--- src/rtl/seq_analyzer_param.sv ---
// seq_analyzer_param: detects a programmable SEQ_LEN-symbol pattern in a CE-qualified symbol stream
// Ports: CLK/RST (sync, active-high); CE/DAT_I symbol in; CLR clears progress;
//   OVERLAP selects overlapping matches; PAT_WE/PAT_ADDR/PAT_DAT program the pattern;
//   NOM thermometer and PROG count of progress; MATCH one-cycle pulse; MATCH_CNT saturating count.
module seq_analyzer_param #(
    parameter int SYM_W = 4,
    parameter int SEQ_LEN = 16,
    parameter int CNT_W = 8,
    parameter logic [SEQ_LEN*SYM_W-1:0] PAT_INIT = 64'h297A23C980A24147
) (
    input  logic                         CLK,
    input  logic                         RST,
    input  logic                         CE,
    input  logic [SYM_W-1:0]             DAT_I,
    input  logic                         CLR,
    input  logic                         OVERLAP,
    input  logic                         PAT_WE,
    input  logic [$clog2(SEQ_LEN)-1:0]   PAT_ADDR,
    input  logic [SYM_W-1:0]             PAT_DAT,
    output logic [SEQ_LEN-1:0]           NOM,
    output logic [$clog2(SEQ_LEN+1)-1:0] PROG,
    output logic                         MATCH,
    output logic [CNT_W-1:0]             MATCH_CNT
);
    localparam int PW = $clog2(SEQ_LEN+1);
    localparam logic [PW-1:0] FULL = PW'(SEQ_LEN);
    // hist[0] is the most recently accepted symbol
    logic [SYM_W-1:0] hist [SEQ_LEN];
    logic [SYM_W-1:0] hn [SEQ_LEN];
    logic [SYM_W-1:0] pat [SEQ_LEN];
    logic [PW-1:0] hcnt, hcnt_n, prog_n;
    logic [SEQ_LEN-1:0] nom_n;
    logic [SEQ_LEN:1] ok;
    logic full;
    always_comb begin
        hn[0] = DAT_I;
        for (int i = 1; i < SEQ_LEN; i++) hn[i] = hist[i-1];
        hcnt_n = (hcnt == FULL) ? hcnt : hcnt + 1'b1;
    end
    // ok[k]: the newest k symbols equal pattern prefix 0..k-1 and are all valid history
    for (genvar k = 1; k <= SEQ_LEN; k++) begin : g_k
        logic [k-1:0] eq;
        for (genvar j = 0; j < k; j++) begin : g_j
            assign eq[j] = hn[k-1-j] == pat[j];
        end
        assign ok[k] = &eq && (hcnt_n >= PW'(k));
    end
    assign full = ok[SEQ_LEN];
    always_comb begin
        prog_n = '0;
        for (int k = 1; k <= SEQ_LEN; k++) prog_n = ok[k] ? PW'(k) : prog_n;
        for (int i = 0; i < SEQ_LEN; i++) nom_n[i] = PW'(i) < prog_n;
    end
    // history contents beyond hcnt are never compared, so clearing hcnt empties it
    always_ff @(posedge CLK) begin
        if (RST) begin
            for (int i = 0; i < SEQ_LEN; i++) pat[i] <= PAT_INIT[i*SYM_W +: SYM_W];
            hcnt <= '0;
            PROG <= '0;
            NOM <= '0;
            MATCH <= 1'b0;
            MATCH_CNT <= '0;
        end else if (PAT_WE || CLR) begin
            if (PAT_WE && int'(PAT_ADDR) < SEQ_LEN) pat[PAT_ADDR] <= PAT_DAT;
            hcnt <= '0;
            PROG <= '0;
            NOM <= '0;
            MATCH <= 1'b0;
        end else if (CE) begin
            hist <= hn;
            hcnt <= (full && !OVERLAP) ? '0 : hcnt_n;
            PROG <= prog_n;
            NOM <= nom_n;
            MATCH <= full;
            MATCH_CNT <= MATCH_CNT + CNT_W'(full && !(&MATCH_CNT));
        end else begin
            MATCH <= 1'b0;
        end
    end
endmodule

--- config.mk ---
export PLATFORM = sky130hd
export DESIGN_NAME = seq_analyzer_param
export DESIGN_NICKNAME = d
export VERILOG_FILES = /design/src/rtl/seq_analyzer_param.sv
export SDC_FILE = /design/constraint.sdc
export NUM_CORES = 1
export LEC_CHECK = 0
export CAP_MARGIN = 10
export CORE_MARGIN = 5
export CORE_UTILIZATION = 57
export CTS_CLUSTER_DIAMETER = 40
export DETAILED_ROUTE_END_ITERATION = 10
export HOLD_SLACK_MARGIN = 0.08
export PLACE_DENSITY_LB_ADDON = 0.1
export SYNTH_ARGS = -nofsm -noshare
export SYNTH_HDL_FRONTEND = slang
export SYNTH_SLANG_ARGS = --single-unit
--- constraint.sdc ---
create_clock -name CLK -period 3.45 [get_ports CLK]
set_input_delay 0.8625 -clock CLK [delete_from_list [all_inputs] [get_ports CLK]]
set_output_delay 0.8625 -clock CLK [all_outputs]
set_load 0.005 [all_outputs]
==> results by group, run 1 <==
Status
  • Status: finished, final reports clean

Critical path
  • Critical Path AT: 3.73 ns
  • Max incr delay on CP: 0.81 ns
  • Setup crit start: hist[49]
  • Critical Path Fanout Max: 7
  • RR Startpoint: hist[49]
  • Crit-path slowest cell: edfxtp_1
  • CP required: 3.78 ns
  • Crit end category: flip-flop
  • Startpoint types: flip-flop
  • CP Cell Sequence: buf_4 -> xor2_1 -> nor4_1 -> nand4_1 -> a2111oi_1 -> buf_4 -> or2_2 -> a21oi_1 -> o21ai_1 -> nand3_2 -> nor3_2 -> o21ai_1
  • Top delay family on crit path: simple AND/OR/NAND/NOR gates
  • Number of buffers and inverters on the critical path: 2
  • WS Path Type: reg -> reg

CTS
  • CTS Buf Count: 17
  • Hold buffers post-CTS: 0
  • H-tree levels: 4
  • Clk sinks: 158
  • Clock transition at path regs: 0.08 ns
  • Worst-Skew Late Latency: 0.46 ns
  • Clk root buf: clkbuf_16
  • Setup Fix Bufs, Post-CTS: 0
  • CTS tree: done
  • Maximum buffer depth of the clock tree: 2

Placed design
  • Port-buffer cells: 47
  • Placed inst area: 0.01469 mm²
  • DP HPWL: 38,880 µm
  • Pre-CTS setup slack: -0.6490 ns
  • Placer congestion estimate: 1.153

Synthesis
  • Top cells by count, synth: xor2_1, nor4_1, edfxtp_1, xnor2_1, buf_2
  • Library cell with the highest instance count after synthesis: xor2_1
  • Synth area leader: xor2_1
  • Post-Synthesis Net Count: 1,414
  • Mapped Cells: 1,390
  • Yosys reg bits: 158
  • Syn avg cell area: 9.470 µm²
  • Ranking of synthesized cells by area: xor2_1, edfxtp_1, xnor2_1
  • EDFF count, synth: 124
  • Ys async rst share: 0%
  • Top_reg_cell synth: edfxtp_1
  • Sequential area share after synthesis: 33.46%
  • Post-synth cell types: 75
  • Post-synth top area share: 28.81%
  • Post-synthesis cell area: 0.01316 mm²
  • Synth warn: 0

Power and ir drop
  • Worst VDD drop: 298.3 µV
  • Leak pwr: 0.005745 µW
  • Pwr Density: 334.4 mW/mm²

Floorplanning
  • Core area: 0.02271 mm²
  • IO Count: 48
  • Die W: 162.0 µm
  • Die height: 162.0 µm
  • # rows: 55
  • Die footprint: 0.02623 mm²
  • Starting Density: 57.97%

Timing
  • Final Cycle Share: 98.65%
  • RSZ-0062 raised after global routing: yes
  • Tmin final: 3.403 ns
  • Fin. Hold Viols: 0
  • Fmax: 293.8 MHz
  • Clk_skew: 0.02552 ns
  • Hold_ws: 0.4422 ns
  • Relative slew margins: 42.99%
  • Setup ws final: 0.04656 ns
  • Least-Margin Pin Slew: 0.8551 ns
  • Count of pins over their slew limit: 0
  • Endpoints failing setup: 0

Routing
  • Total wire length: 53,140 µm
  • Initial DRC count: 1,744
  • Post-DRT Antenna Nets: 0
  • DRC errors left: 0
  • TritonRoute pass-1 iters: 5
  • Routed WL per cell: 29.76 µm
  • Total number of vias: 11,900
  • DR vias/cell: 6.662

Final layout
  • Final-stage net count: 1,512
  • Share of layout cells above drive strength 1: 17.32%
  • Synthesis-to-layout area growth: 16.78%
  • Fin util: 67.69%
  • N_diodes: 0
  • Fin area: 0.01537 mm²

Global route
  • Initial antenna violation count: 0
  • Vias in the first global route: 11,720
  • GRT Overall Usage: 40.03%
  • Largest net degree at the start of global routing: 43
  • Grt ovf: 0
  • Global-route wire length before repair: 77,000 µm

Hold path
  • Hold crit path type: reg -> reg
  • Hold_sp: NOM[11]

Job
  • Total of max-cap violations: 0
stage by stage:
step	TNS [ns]	total power (µW)	instances
after floorplan	0	2790	1390
after global placement	-10.62	3128	1754
after detailed placement	-11.22	3133	1754
after CTS	0	5094	1786
after global routing	-0.1361	5268	1786
final	0	5141	1786
final timing paths:
| check | slack [ns] | endpoint | depth (start not counted) |
|---|---|---|---|
| worst max-delay path | 0.05 | NOM[4] | 12 |
| worst min-delay path | 0.44 | NOM[11] | 2 |
| worst max register to register | 0.05 | NOM[4] | 12 |
| worst min register to register | 0.44 | NOM[11] | 2 |
what timing repair did:
action / in CTS / in global routing
gates resized for setup: 2 / 12
pin swaps: 0 / 6
endpoints found under the setup margin: 8 / 20
layer usage:
| metal | GRT usage, % | routed length (µm) | share of wire (%) | up-vias |
|---|---|---|---|---|
| met2 | 58.33 | 22050 | 41 | 971 |
| li1 | - | - | - | 4980 |
| met3 | 11.80 | 7085 | 13 | 345 |
| met1 | 51.75 | 19670 | 37 | 5603 |
| met4 | 26.14 | 4339 | 8.2 | 0 |
| met5 | 0 | 0 | 0 | - |
layout make-up:
type | count | area [µm²]
Clock buffer | 18 | 439.2
Clock inverter | 14 | 160.2
Tap cell | 285 | 356.6
Sequential cell | 158 | 4404
Multi-Input combinational cell | 1067 | 8029
Timing Repair Buffer | 233 | 1941
Fill cell | 1896 | 7337
Inverter | 11 | 42.54
worst register-to-register path: stages (launching register included):
cell and delay [ns]:
edfxtp_1 0.81, buf_4 0.33, xor2_1 0.10, nor4_1 0.28, nand4_1 0.29, a2111oi_1 0.44, buf_4 0.19, or2_2 0.11
a21oi_1 0.06, o21ai_1 0.17, nand3_2 0.19, nor3_2 0.24, o21ai_1 0.08
registers in the layout, indices dropped and copies added (netlist names):
name and cells:
pat 64, hist 60, NOM 16, MATCH_CNT 8
hcnt 5, PROG 4, MATCH 1
cells by family after synthesis:
logic type / share of synthesized area (%)
AO/OA/AOI/OAI: 3.916
XOR/XNOR: 36.73
adder cells (fa/ha/maj): 0.5703
buffers and inverters: 6.273
flip-flops: 33.46
multiplexers: 0.1521
AND/OR/NAND/NOR: 18.91
layout by cell type (no fill, tap or decap), types with 5 or more instances in the layout:
master	count
nand2_1	56
a21oi_1	13
xor2_1	433
clkdlybuf4s50_1	46
nand2b_1	13
buf_12	6
dfxtp_1	34
o21ai_0	16
ha_1	6
xnor2_1	119
and2_1	23
edfxtp_1	124
or2_2	17
inv_8	7
nand4_1	62
buf_4	180
clkbuf_16	17
nor2_1	40
a22o_1	6
or3_1	15
inv_1	10
nor3_1	24
nor4_2	5
nand3_1	16
nor4_1	122
where the power goes:
part,switching (µW),internal [µW],leakage (µW),total [µW]
sequential,182,2100,0.00144,2280
combinational,498,367,0.00401,866
clock,993,999,0.000297,1990
No activity file was read; power rests on OpenSTA's default activity.
==> run 2: changes to the inputs <==
==> constraint.sdc (replaced) <==
create_clock -name CLK -period 2.8 [get_ports CLK]
set_input_delay 0.7 -clock CLK [delete_from_list [all_inputs] [get_ports CLK]]
set_output_delay 0.7 -clock CLK [all_outputs]
set_load 0.005 [all_outputs]
==> run 2 against run 1 <==
Net effect: combinational power rose by 81%; hold slack improved by 0.0051 ns; the run now ends with negative setup slack left; via count rose by 13%; critical path type unchanged; die area did not move; final cell count rose by 15%.
==> results by group, run 2 (same netlist as run 1, synthesis figures left out) <==
Status
  • Status: finished, violations left
  • Violated checks: negative setup slack

Final layout
  • Most common cell after layout, fill and taps aside: xor2_1
  • Synthesis-to-layout area growth: 40.91%
  • N_diodes: 0 (unchanged)
  • Max FFs per register: 64 (unchanged)
  • Largest regs: pat: 64 flops, hist: 60 flops, NOM: 16 flops
  • Share of layout cells above drive strength 1: 35.37% (+18 points)
  • Top reg by flops: pat
  • Fin util: 81.68% (+14 points)
  • Most frequent cells in the layout: xor2_1, buf_4, edfxtp_1, xnor2_1, nor4_1
  • Final-stage net count: 1,778 (+18%)

Timing
  • Fmax: 333.9 MHz (+14%)
  • Count of pins over their slew limit: 0 (unchanged)
  • Least-Margin Pin Slew: 0.6207 ns (-0.2344 ns)
  • Clk_skew: 0.01917 ns (-0.006352 ns)
  • Tmin final: 2.995 ns (-0.4088 ns)
  • Relative slew margins: 58.30% (+15 points)
  • Final Cycle Share: 107.0% (+8.3 points)
  • RSZ-0062 raised after global routing: yes
  • Endpoints failing setup: 18 (+18)
  • TNS Setup: -2.020 ns (-2.020 ns)
  • Hold_ws: 0.4474 ns (+0.005122 ns)
  • Fin. Hold Viols: 0 (unchanged)
  • Setup ws final: -0.1946 ns (-0.2412 ns)

Floorplanning
  • IO Count: 48 (unchanged)
  • Die height: 162.0 µm (unchanged)
  • Starting Density: 57.97% (unchanged)
  • Die footprint: 0.02623 mm² (unchanged)
  • Core area: 0.02271 mm² (unchanged)
  • Die W: 162.0 µm (unchanged)
  • # rows: 55 (unchanged)

Critical path
  • Crit end category: flip-flop
  • RR Startpoint: hist[63]
  • CP Cell Sequence: buf_4 -> buf_6 -> buf_6 -> xnor2_2 -> nor3b_1 -> nand4_1 -> o32ai_4 -> a31oi_4 -> and2_4 -> nand2b_4 -> a31o_1
  • Most used cell, CP: buf_6
  • WS Path Type: reg -> reg
  • Setup crit start: hist[63]
  • Crit-path slowest cell: edfxtp_1
  • Startpoint types: flip-flop
  • Critical Path AT: 3.34 ns (-0.39 ns)
  • Max incr delay on CP: 0.54 ns (-0.27 ns)
  • Reg2reg path depth: 11 (-1)
  • CP required: 3.14 ns (-0.64 ns)
  • Critical Path Fanout Max: 4 (-3)

Routing
  • Total number of vias: 13,470 (+13%)
  • Routed WL per cell: 29.55 µm (-0.70%)
  • Initial DRC count: 2,167 (+24%)
  • DRC errors left: 0 (unchanged)
  • Total wire length: 60,630 µm (+14%)
  • DR vias/cell: 6.562 (-1.5%)
  • Post-DRT Antenna Nets: 0 (unchanged)
  • TritonRoute pass-1 iters: 8 (+3)

Global route
  • Initial antenna violation count: 0 (unchanged)
  • Grt ovf: 0 (unchanged)
  • Global-route wire length before repair: 84,370 µm (+9.6%)
  • Largest net degree at the start of global routing: 26 (-40%)
  • GRT Overall Usage: 43.96% (+3.9 points)
  • Vias in the first global route: 12,830 (+9.5%)

CTS
  • Clk root buf: clkbuf_16
  • CTS Buf Count: 17 (unchanged)
  • Clk sinks: 158 (unchanged)
  • Hold buffers post-CTS: 0 (unchanged)
  • H-tree levels: 4 (unchanged)
  • CTS tree: done
  • Clock transition at path regs: 0.09 ns (about the same)
  • Worst-Skew Late Latency: 0.45 ns (about the same)
  • Maximum buffer depth of the clock tree: 2 (unchanged)

Job
  • Total of max-cap violations: 0 (unchanged)

Placed design
  • Placer congestion estimate: 1.135 (-1.5%)
  • Port-buffer cells: 47 (unchanged)
  • Pre-CTS setup slack: -1.130 ns (-0.4807 ns)
  • DP HPWL: 42,460 µm (+9.2%)

Power and ir drop
  • Worst VDD drop: 380.0 µV (+27%)
  • Leak pwr: 0.007392 µW (+29%)
  • Pwr Density: 359.4 mW/mm² (+7.5%)
  • Total Power: 6667 µW (+30%)

Hold path
  • Hold crit path type: reg -> reg
  • Hold_sp: NOM[11]
  • Hold Path Cell Cnt: 2 (unchanged)
## run 2: cell types whose count changed in the layout (fill, tap and decap cells not counted), moves of 6 or more
cell	previous run	this run
nor4_1	122	86
buf_6	0	37
nand2_1	56	48
o21ai_0	16	10
xor2_1	433	427
xnor2_1	119	113
buf_12	6	35
buf_4	180	375
nor4_2	5	43
## run 2: stage by stage
stage,cells,cell area [µm²]
finish,2052,18550
global route,2052,18550
CTS,1986,17570
detailed placement,1907,16140
global placement,1907,16140
floorplan,1390,13210
## run 2: final cells by class
class / count / area (µm²)
clock inverters: 15 / 165.2
clock buffers: 17 / 425.4
well taps: 285 / 356.6
fillers: 1393 / 4160
repair buffers: 499 / 4483
inverters: 11 / 42.54
multi-input cells: 1067 / 8670
flip-flops and latches: 158 / 4407
## run 2: power breakdown
group          switching, µW  total [µW]  internal, µW
clock network           1220        2430          1200
logic                    887        1570           682
registers               84.4        2670          2590
total                   2200        6670          4470
## run 2: repair_timing
item,in CTS,in global routing
gates resized for setup,103,93
setup endpoints to repair,31,30
setup buffers,48,66
pin swaps,60,51
hold endpoints to repair,0,0
gates cloned,0,1
## run 2: worst paths after layout
path,end,slack (ns)
max,NOM[10],-0.19
min,NOM[11],0.45
max reg2reg,NOM[10],-0.19
min reg2reg,NOM[11],0.45
## run 2: worst max-delay path: cells and delay by family, from the launching register on
family	cells	cell delay (ns)
AO/OA/AOI/OAI	3	0.79
XOR/XNOR	1	0.13
buffers and inverters	3	0.42
flip-flops	1	0.54
AND/OR/NAND/NOR	4	1.00
## run 2: routing by layer
| layer | GRT usage, % | wire length, µm |
|---|---|---|
| met1 | 55.82 | 21300 |
| met2 | 65.96 | 25520 |
| met3 | 11.29 | 8247 |
| met4 | 29.76 | 5562 |
| met5 | 0 | 0 |
